[src/rtl/code_mem_loader_pkg.sv]
// rtl/code_mem_loader_pkg.sv - shared constants and state encodings for the code memory loader
//
// Purpose: bus width constants, instruction address step, default code memory
// depth and the loader FSM state type shared by the loader and its byte packer.
package code_mem_loader_pkg;

  localparam int BUS_W         = 32;
  localparam int BUS_MSB       = BUS_W - 1;
  // Byte distance between consecutive instruction words; equals the fetch PC step.
  localparam int PC_INC        = 4;
  localparam int MAX_WORDS_DEF = 1024;

  typedef enum logic [2:0] {
    ST_WAIT_MEM = 3'd0,
    ST_LEN      = 3'd1,
    ST_DATA     = 3'd2,
    ST_WRITE    = 3'd3,
    ST_CHECK    = 3'd4,
    ST_DONE     = 3'd5,
    ST_ERROR    = 3'd6
  } loaderState_t;

endpackage

[src/rtl/code_mem_loader_byte_packer.sv]
// rtl/code_mem_loader_byte_packer.sv - 4-byte big-endian shift-in register with word-ready pulse
//
// Purpose: collects bytes MSB first into a 32-bit word. Only the first three
// bytes are stored; the fourth is combined combinationally so the completed
// word is visible in the same cycle its last byte is presented.
// Ports:
//   i_Clk, i_Rst   clock, synchronous active-high reset
//   i_Clear        synchronous clear of shift register and byte counter
//   i_Valid        byte strobe (already qualified by the caller)
//   i_Byte         incoming byte
//   o_Word         {stored bytes, i_Byte}; meaningful when o_WordReady is high
//   o_WordReady    high while the 4th byte of a word is being presented
module code_mem_loader_byte_packer (
  input  logic        i_Clk,
  input  logic        i_Rst,
  input  logic        i_Clear,
  input  logic        i_Valid,
  input  logic [7:0]  i_Byte,
  output logic [31:0] o_Word,
  output logic        o_WordReady
);

  logic [23:0] shiftReg;
  logic [1:0]  byteCnt;

  always_ff @(posedge i_Clk) begin
    if (i_Rst || i_Clear) begin
      shiftReg <= '0;
      byteCnt  <= '0;
    end else if (i_Valid) begin
      shiftReg <= {shiftReg[15:0], i_Byte};
      // 2-bit counter wraps 3->0, so the next word starts cleanly.
      byteCnt  <= byteCnt + 2'd1;
    end
  end

  assign o_WordReady = i_Valid && (byteCnt == 2'd3);
  assign o_Word      = {shiftReg, i_Byte};

endmodule

[src/rtl/code_mem_loader.sv]
// rtl/code_mem_loader.sv - boot-time loader writing a serial byte image into code memory
//
// Purpose: receives <4-byte word count N><N big-endian words><1 XOR checksum byte>,
// writes each word to consecutive word addresses and releases the CPU once the
// checksum matches. The CPU stays in reset with fetch disabled until then.
// Ports:
//   i_Clk, i_Rst      clock, synchronous active-high reset
//   i_RxValid/i_RxData byte strobe and byte from the serial receiver
//   i_MemBusy         code memory still initialising; loader waits while high
//   o_RxReady         bytes are accepted (LEN, DATA, CHECK)
//   o_MemWe/o_MemAddr/o_MemData  code memory write port, one pulse per word
//   o_CpuRst          CPU hold-reset, released only on successful load
//   o_CpuEnable       fetch-stage enable, high only after successful load
//   o_Done            load completed and verified
//   o_Error           length overflow or checksum mismatch (held until reset)
module code_mem_loader
  import code_mem_loader_pkg::*;
#(
  parameter int MAX_WORDS = MAX_WORDS_DEF,
  parameter int BUS_WIDTH = BUS_W
) (
  input  logic                 i_Clk,
  input  logic                 i_Rst,
  input  logic                 i_RxValid,
  input  logic [7:0]           i_RxData,
  input  logic                 i_MemBusy,
  output logic                 o_RxReady,
  output logic                 o_MemWe,
  output logic [BUS_WIDTH-1:0] o_MemAddr,
  output logic [BUS_WIDTH-1:0] o_MemData,
  output logic                 o_CpuRst,
  output logic                 o_CpuEnable,
  output logic                 o_Done,
  output logic                 o_Error
);

  localparam int IDX_W = BUS_WIDTH - 2;

  loaderState_t         state, nextState;
  logic [IDX_W-1:0]     wordIndex, wordIndexInc;
  logic [BUS_WIDTH-1:0] wordCount;
  logic [7:0]           checksum;
  logic                 rxAccept, packValid, packClear, wordReady;
  logic [31:0]          packWord;

  // Bytes outside LEN/DATA/CHECK (including the WRITE cycle) are dropped.
  assign rxAccept     = i_RxValid && (state == ST_LEN || state == ST_DATA || state == ST_CHECK);
  assign packValid    = i_RxValid && (state == ST_LEN || state == ST_DATA);
  assign packClear    = (state == ST_WAIT_MEM);
  assign wordIndexInc = wordIndex + IDX_W'(1);

  code_mem_loader_byte_packer u_packer (
    .i_Clk       (i_Clk),
    .i_Rst       (i_Rst),
    .i_Clear     (packClear),
    .i_Valid     (packValid),
    .i_Byte      (i_RxData),
    .o_Word      (packWord),
    .o_WordReady (wordReady)
  );

  always_ff @(posedge i_Clk) begin
    if (i_Rst) state <= ST_WAIT_MEM;
    else       state <= nextState;
  end

  always_comb begin
    nextState = state;
    case (state)
      ST_WAIT_MEM: if (!i_MemBusy) nextState = ST_LEN;
      ST_LEN: begin
        if (wordReady) begin
          if (packWord > 32'(MAX_WORDS)) nextState = ST_ERROR;
          else if (packWord == '0)       nextState = ST_CHECK;
          else                           nextState = ST_DATA;
        end
      end
      ST_DATA:  if (wordReady) nextState = ST_WRITE;
      ST_WRITE: begin
        if ({2'b00, wordIndexInc} == wordCount) nextState = ST_CHECK;
        else                                    nextState = ST_DATA;
      end
      ST_CHECK: begin
        if (rxAccept) nextState = (i_RxData == checksum) ? ST_DONE : ST_ERROR;
      end
      ST_DONE:  nextState = ST_DONE;
      ST_ERROR: nextState = ST_ERROR;
      default:  nextState = ST_WAIT_MEM;
    endcase
  end

  // Word count, write index and running checksum.
  always_ff @(posedge i_Clk) begin
    if (i_Rst || state == ST_WAIT_MEM) begin
      wordCount <= '0;
      wordIndex <= '0;
      checksum  <= '0;
    end else begin
      if (state == ST_LEN && wordReady)  wordCount <= packWord;
      if (state == ST_DATA && rxAccept)  checksum  <= checksum ^ i_RxData;
      if (state == ST_WRITE)             wordIndex <= wordIndexInc;
    end
  end

  // Outputs are registered from the next-state decode so each one is valid
  // in the first cycle of the state it belongs to.
  always_ff @(posedge i_Clk) begin
    if (i_Rst) begin
      o_RxReady   <= 1'b0;
      o_MemWe     <= 1'b0;
      o_MemAddr   <= '0;
      o_MemData   <= '0;
      o_CpuRst    <= 1'b1;
      o_CpuEnable <= 1'b0;
      o_Done      <= 1'b0;
      o_Error     <= 1'b0;
    end else begin
      o_RxReady   <= (nextState == ST_LEN) || (nextState == ST_DATA) || (nextState == ST_CHECK);
      o_MemWe     <= (nextState == ST_WRITE);
      if (nextState == ST_WRITE) begin
        // Word-aligned byte address; consecutive words step by PC_INC.
        o_MemAddr <= {wordIndex, 2'b00};
        o_MemData <= packWord;
      end
      o_CpuRst    <= (nextState != ST_DONE);
      o_CpuEnable <= (nextState == ST_DONE);
      o_Done      <= (nextState == ST_DONE);
      o_Error     <= (nextState == ST_ERROR);
    end
  end

endmodule

[config.mk]
export PLATFORM = sky130hd
export DESIGN_NAME = code_mem_loader
export DESIGN_NICKNAME = d
export VERILOG_FILES = /design/src/rtl/code_mem_loader_pkg.sv /design/src/rtl/code_mem_loader_byte_packer.sv /design/src/rtl/code_mem_loader.sv
export SDC_FILE = /design/constraint.sdc
export NUM_CORES = 1
export LEC_CHECK = 0
export ABC_AREA = 1
export BUFFER_PORTS_ARGS = -buffer_cell sky130_fd_sc_hd__buf_2
export CORE_UTILIZATION = 39
export CTS_CLUSTER_DIAMETER = 200
export CTS_CLUSTER_SIZE = 20
export DETAILED_ROUTE_END_ITERATION = 8
export GPL_TIMING_DRIVEN = 0
export PLACE_DENSITY = 0.67
export SYNTH_ARGS = -nofsm -noshare
export SYNTH_HDL_FRONTEND = slang
export SYNTH_SLANG_ARGS = --single-unit
[constraint.sdc]
create_clock -name i_Clk -period 3.75 [get_ports i_Clk]
set_clock_uncertainty 0.1 [all_clocks]
set_input_delay 0.375 -clock i_Clk [delete_from_list [all_inputs] [get_ports i_Clk]]
set_output_delay 0.375 -clock i_Clk [all_outputs]
set_load 0.01 [all_outputs]
# Word level (Yosys, flattened, before mapping)
# Index checks and enable logic that the tools add are counted.
[op_classes] add_sub_neg=2 order_cmp=1 n_eq_ne=16 n_mux=9 bitwise=1 n_reduce_logical=12
[op_table] op="30-bit by 32-bit == test with 1-bit output" count=1
[op_table] op="32-bit by 11-bit > comparator with 1-bit output (second input constant)" count=1
[op_table] op="32-bit zero test" count=1
[op_table] op="30-bit by 1-bit adder with 30-bit output (second input constant)" count=1
[op_table] op="3-bit 2-to-1 mux" count=7
[op_table] op="3-bit one-hot mux with 7 select lines" count=1
[op_table] op="3-bit == test (second input constant)" count=6
[op_table] op="3-bit by 2-bit == test with 1-bit output (second input constant)" count=4
[op_table] op="8-bit == test" count=1
[op_table] op="8-bit XOR" count=1
[op_table] op="3-bit by 1-bit == test with 1-bit output (second input constant)" count=2
[op_table] op="1-bit logical AND" count=5
[op_table] op="1-bit logical OR" count=5
[op_table] op="3-bit zero test" count=1
[op_table] op="3-bit inequality test (second input constant)" count=1
[op_table] op="2-bit by 1-bit adder with 2-bit output (second input constant)" count=1
[op_table] op="2-bit == test (second input constant)" count=1
[op_table] op="2-bit 2-to-1 mux" count=1
[totals] register_bits=166 input_bits=12 out_inout_bits=70

# Longest topological paths before layout
# Gate-level depths: netlist of run 1.
[logic_depth] depth_word=9 depth_mapped=20 depth_no_buf=20

# Hierarchy
# Synthesis of run 1 repeated with hierarchy kept, for this count alone.
[hier_totals] hier_cells=1149 hier_area_um2=7796.2
[modules_own_cells] module="code_mem_loader" instances=1 cells_each=974 area_per_inst_um2=6633.9
[modules_own_cells] module="code_mem_loader_byte_packer" instances=1 cells_each=175 area_per_inst_um2=1162.4

# Worst setup path before layout of run 1
# No wires, ideal clock.
[synth_path] path_kind="reg-to-reg" startpoint="register wordIndex[0]" endpoint="register o_RxReady" setup_time_ns=0.114 t_arrival_ns=2.041 t_required_ns=3.536 path_slack_ns=1.495 path_stages_with_launch=20 n_path_buf=1 path_cell_list="dfxtp_1 > ha_1 > nand2_1 > nor2_4 > buf_6 > nand2_2 > nor2_2 > nand3_1 > nand3_1 > nand2_1 > nor2_1 > nand2_1 > nor2_1 > nand3_1 > nand2_1 > nand2_1 > nor2_2 > nand2_1 > nand2_1 > nor2_1"
[synth_via] elab_chain_len=7
[synth_lines] element="start, declared" line_no="code_mem_loader.sv:40" text="logic [IDX_W-1:0] wordIndex, wordIndexInc;"
[synth_lines] element="start signal, assigned" line_no="code_mem_loader.sv:101" text="if (state == ST_WRITE) wordIndex <= wordIndexInc;"
[synth_lines] element="30-bit by 1-bit adder with 30-bit output (*)" line_no="code_mem_loader.sv:50" text="assign wordIndexInc = wordIndex + IDX_W'(1);"
[synth_lines] element="30-bit by 32-bit == test with 1-bit output (*)" line_no="code_mem_loader.sv:80" text="if ({2'b00, wordIndexInc} == wordCount) nextState = ST_CHECK;"
[synth_lines] element="3-bit 2-to-1 mux (*)" line_no="code_mem_loader.sv:80"
[synth_lines] element="3-bit one-hot mux with 7 select lines (*)" line_no="code_mem_loader.sv:69" text="case (state)"
[synth_lines] element="3-bit by 1-bit == test with 1-bit output / 3-bit by 2-bit == test with 1-bit output (equally long branches)" line_no="code_mem_loader.sv:118" text="o_RxReady <= (nextState == ST_LEN) || (nextState == ST_DATA) || (nextState == ST_CHECK);"
[synth_lines] element="1-bit logical OR" line_no="code_mem_loader.sv:118"
[synth_lines] element="1-bit logical OR (*)" line_no="code_mem_loader.sv:118"
[synth_lines] element="end signal, assigned" line_no="code_mem_loader.sv:118"
[synth_lines] element="end, declared" line_no="code_mem_loader.sv:27" text="output logic o_RxReady,"
# Mark *: on every way between the ends. The rest lies on a longest branch, timed or not.
# A chain may end at the register's enable or synchronous reset.

# Worst setup path after layout of run 1
# Same ends and word-level chain as after synthesis.

==> results of run 1 <==
layer usage:
layer	track usage [%]	share of wire, %
met5	0	0
met3	5.58	7.0
met2	37.8	44
met4	7.53	2.4
met1	31.4	46
logic make-up after synthesis:
| kind of cell | after synthesis | share of synthesized area, % |
|---|---|---|
| buffers and inverters | 201 | 9.75 |
| and+or+nand+nor | 577 | 32.0 |
| DFF | 166 | 41.2 |
| AOI/OAI and AO/OA | 244 | 15.8 |
| xor gates and xnor gates | 8 | 0.870 |
| other | 1 | 0.0465 |
| adders and majority gates | 2 | 0.311 |
worst max-delay path, cell delays in order, from the launching register on:
cell and delay [ns]:
dfxtp_1 0.49, ha_1 0.24, nand2_1 0.14, nor2_4 0.16, buf_6 0.17, nand2_2 0.07, nor2_2 0.24, nand3_1 0.13
nand3_1 0.10, nand2_1 0.10, nor2_1 0.17, nand2_1 0.08, nor2_1 0.11, nand3_1 0.12, nand2_1 0.12, nand2_1 0.08
nor2_2 0.10, nand2_1 0.06, nand2_1 0.05, nor2_1 0.05
state kept, by name, summed over array words and instances, names as in the netlist:
register	flops
checksum	8
o_CpuRst	1
o_Done	1
o_Error	1
o_MemAddr	30
o_MemData	32
o_MemWe	1
o_RxReady	1
state	3
u_packer.byteCnt	2
u_packer.shiftReg	24
wordCount	32
wordIndex	30
power by group through the flow:
stage	Clock, uW	Sequential, uW	Combinational, uW
4_1_cts	1790	1780	125
3_3_place_gp	0	1820	123
6_report	1780	1780	126
5_1_grt	1870	1780	139
3_5_place_dp	0	1820	124
2_1_floorplan	0	1810	73.3
per-stage QoR:
step	cells	setup slack [ns]
floorplan	1200	1.50
CTS	1581	0.811
detailed placement	1549	0.829
finish	1581	0.748
global placement	1549	0.825
global route	1581	0.548
layout by cell type, fill, tap and decap left out, types with 14 or more instances in the layout:
cell | netlist | layout
a21oi_1 | 142 | 142
inv_1 | 137 | 137
buf_2 | 7 | 86
nand2_1 | 283 | 283
o211ai_1 | 14 | 14
nand3_1 | 151 | 151
o21ai_0 | 80 | 80
nor2_1 | 92 | 92
clkbuf_16 | 0 | 17
nand4_1 | 17 | 17
clkbuf_1 | 47 | 47
dfxtp_1 | 166 | 166
area by class of cell:
type / count / area, um2
plain buffers: 60 / 256
clock buffers: 17 / 425
clock inverters: 15 / 165
fillers: 2106 / 10900
inverters: 141 / 529
multi-input cells: 833 / 3950
flip-flops and latches: 166 / 3320
well taps: 270 / 338
repair buffers: 79 / 395
final timing paths:
check / depth (start not counted) / slack, ns / to
worst max-delay path: 19 / 0.75 / o_RxReady
worst min-delay path: 2 / 0.07 / state[1]
worst max register to register: 19 / 0.75 / o_RxReady
worst min register to register: 2 / 0.36 / o_MemAddr[10]
==> results.yml, run 1 <==
run:
  drv_cap: 0
clocking:
  clk_pin_slew_ns: 0.07
  cts_resized: 0
  clockBufferDepth: 2
  root_buffer: "clkbuf_16"
  cts_max_level: 4
  numCtsBuffers: 17
  cts_hold_buf: 0
  cts.sinks: 166
  clock_latency_ns: 0.44
  postCtsSetupBuffers: 0
  cts_tree: "yes"
min_path:
  worstHoldPathType: "in2reg"
  min_from: "i_Rst"
detailed_routing:
  wire_per_inst_um: 15.5
  vias: 8044
  routed_wl_um: 24500
  detail-route-antenna-nets: 0
  vias_per_cell: 5.09
  first_pass_iters: 5
  drc: 0
  drt_iter0_drc: 580
layout:
  diodes: 0
  post-route-util_pct: 46.4
  nets: 1312
  drive_above_1_share_pct: 11.7
  design_area_um2: 9380
  area_growth_pct: 16.5
timing:
  final_max_slew_viol_count: 0
  timing.fmax_mhz: 333
  relSlewSlack_pct: 41.7
  tightest_slew_ns: 0.874
  whs_ns: 0.0737
  min_period_over_period_pct: 80.0
  finalSetupViolCount: 0
  period_minus_slack_ns: 3.00
  finalHoldViolCount: 0
  rsz0062_at_grt: "false"
  fin_setup_tns_ns: 0
placed_design:
  io_buffers: 79
  place.gp.congestion: 0.941
  hpwl_um: 18700
  place_area_um2: 8790
grt:
  grt_usage_pct: 23.6
  grt_max_degree: 17
  overflow: 0
  grt_pass1_wl_um: 39000
  first_global_vias: 7488
  grt_antenna_before_repair: 0
run_status:
  status: "finished, final reports clean"
synth:
  synth_area_per_cell_um2: 6.72
  syn_area_um2: 8060
  yosys-top-cells-count: "nand2_1 (283), dfxtp_1 (166), nand3_1 (151), a21oi_1 (142), inv_1 (137)"
  synth_most_common_cell: "nand2_1"
  synth_edf_count: 0
  yosys_warnings: 0
  synthArstFlopShare_pct: 0
  synth_flop_cell: "dfxtp_1"
  yosysTopAreaCellShare_pct: 41.2
  synth_top_cell_by_area: "dfxtp_1"
  syn_inst: 1199
  yosysSeqAreaShare_pct: 41.2
  ys_types: 39
  synth-seq-cells: 166
  synth_area_leaders: "dfxtp_1 (41%), nand2_1 (13%), nand3_1 (9.4%), a21oi_1 (8.8%), inv_1 (6.4%)"
pwr:
  clkPwrFrac_pct: 48.3
  p_per_area_nw_per_um2: 392
  comb_power_share_pct: 3.4
  p_sw_uw: 883
  ir_drop_v: 0.000300
  pwr-share-seq_pct: 48.3
  p_sw_share_pct: 24.0
  power.leakage_uw: 0.00387
  internal-power_uw: 2800
  power_uw: 3680
worst_setup_path:
  start_kind: "flop"
  reg2reg_from: "wordIndex[0]"
  crit_path_end_kind: "flop"
  cp_max_fo: 10
  cp_data_arrival_time_ns: 3.24
  criticalPathCategory: "reg2reg"
  crit_path_start: "wordIndex[0]"
  worstPathRequired_ns: 3.99
floorplanning:
  die_area_um2: 21200
  coreArea_um2: 20200
  pin_count: 82
  std_cell_rows: 52
  fp.dieH_um: 146
  initial_core_util_pct: 39.8
  fp.dieW_um: 146
No activity file was read; power rests on OpenSTA's default activity.
==> run 2: changes to the inputs <==
==> constraint.sdc (replaced) <==
create_clock -name i_Clk -period 3 [get_ports i_Clk]
set_clock_uncertainty 0.1 [all_clocks]
set_input_delay 0.3 -clock i_Clk [delete_from_list [all_inputs] [get_ports i_Clk]]
set_output_delay 0.3 -clock i_Clk [all_outputs]
set_load 0.01 [all_outputs]
==> results.yml, run 2 (same netlist as run 1, synthesis figures left out) <==
layout:
  stdcell_count: 1582
  diodes: 0
  top_regs: "o_MemData (32), wordCount (32)"
  nets: 1313
  drive_above_1_share_pct: 11.9
  mostFrequentLayoutCell: "nand2_1"
  post-route-util_pct: 46.5
  area_growth_pct: 16.7
  final_cell_mix: "nand2_1 (283), dfxtp_1 (164), nand3_1 (151)"
placed_design:
  pre_cts_ws_ns: 0.0793
  dp_cells: 1549
  io_buffers: 79
  hpwl_um: 18700
  place.gp.congestion: 0.941
worst_setup_path:
  critical-path-max-stage-delay_ns: 0.44
  crit_path_end_kind: "flop"
  cp_max_fo: 5
  start_kind: "flop"
  cp_data_arrival_time_ns: 3.02
  path_cells: "nand2_1 > nor2_1 > nand2_1 > nor2_1 > nand2_1 > nand2_1 > nand2_1 > nand2_1 > nand2_1 > nor2_1 > nand2_1 > nor2_1 > nand3_1 > nand2_1 > nand2_1 > nor2_2 > nand2_1 > nand2_1 > nor2_1"
  cp_num_buf_inv: 0
  worstPathRequired_ns: 3.23
  slowest_stage: "dfxtp_1"
  crit_path_frequent_cell: "nand2_1"
  criticalPathCategory: "reg2reg"
  r2r_slack_ns: 0.21
  cp_top_family: "simple AND/OR/NAND/NOR gates"
detailed_routing:
  drt_iter0_drc: 558
  wire_per_inst_um: 15.5
  detail-route-antenna-nets: 0
  drc: 0
  vias: 8062
  first_pass_iters: 6
  routed_wl_um: 24500
  vias_per_cell: 5.10
clocking:
  clk_pin_slew_ns: 0.07
  cts_tree: "yes"
  clockBufferDepth: 2
  numCtsBuffers: 17
  clock_latency_ns: 0.44
  root_buffer: "clkbuf_16"
  cts_max_level: 4
  cts.sinks: 166
grt:
  overflow: 0
  grt_usage_pct: 23.6
  grt_pass1_wl_um: 39000
  grt_max_degree: 17
  grt_antenna_before_repair: 0
  first_global_vias: 7488
floorplanning:
  fp.dieH_um: 146
  fp.dieW_um: 146
  coreArea_um2: 20200
  initial_core_util_pct: 39.8
  die_area_um2: 21200
  pin_count: 82
  std_cell_rows: 52
pwr:
  power.leakage_uw: 0.00388
  power_uw: 4600
  ir_drop_v: 0.000371
  p_per_area_nw_per_um2: 489
timing:
  relSlewSlack_pct: 42.2
  period_minus_slack_ns: 2.79
  timing.fmax_mhz: 358
  fin_setup_tns_ns: 0
  final_max_slew_viol_count: 0
  tightest_slew_ns: 0.867
  rsz0062_at_grt: "false"
  finalHoldViolCount: 0
  finalSetupViolCount: 0
  setup_ws_ns: 0.208
  min_period_over_period_pct: 93.1
min_path:
  worstHoldPathType: "in2reg"
run:
  drv_cap: 0
run_status:
  status: "finished, final reports clean"
## run 2: changes by cell type in the layout (fill, tap and decap cells not counted), sizes merged
| cell | before | now |
|---|---|---|
| dlygate4sd3 | 0 | 1 |
## run 2: timing repair
action | 4_1_cts | 5_1_grt
endpoints found under the hold margin | 1 | 0
setup buffers | 0 | 0
endpoints found under the setup margin | 0 | 4
resized for setup | 0 | 6
hold buffers | 1 | 0
## run 2: stage by stage
stage	hold slack, ns	cell area (um2)
2_1_floorplan	0.276	8060
3_5_place_dp	0.347	8790
4_1_cts	0.0858	9390
3_3_place_gp	0.337	8790
5_1_grt	0.103	9410
6_report	0.0980	9410
## run 2: power by group
part / switching (uW) / internal, uW
logic: 117 / 41.5
clock network: 972 / 1240
registers: 10.5 / 2210
total: 1100 / 3500
## run 2: worst paths after layout
kind                      start  cells past startpoint            end
setup / recovery   wordIndex[6]                     19      o_RxReady
hold / removal      i_RxData[5]                      3   wordCount[5]
setup reg to reg   wordIndex[6]                     19      o_RxReady
hold reg to reg   o_MemAddr[10]                      2  o_MemAddr[10]
## run 2: final cells by class
type                    count  area [um2]
multi-input cells         833        3960
well taps                 270         338
fillers                  2104       10800
plain buffers              60         258
inverters                 141         529
clock buffers              17         425
clock inverters            15         165
flip-flops and latches    166        3330
repair buffers             80         405
## run 2: worst reg2reg max path: cells and delay by family, from the launching register on
kind,cells,cell delay [ns]
DFF,1,0.44
and+or+nand+nor,19,2.16
## run 2: per-layer routing
metal / vias to the layer above / GRT usage [%] / part of all wire, %
li1: 4117 / - / -
met1: 3641 / 31.4 / 46
met2: 265 / 37.8 / 45
met3: 39 / 5.58 / 7.8
met4: 0 / 7.53 / 2.1
met5: - / 0 / 0
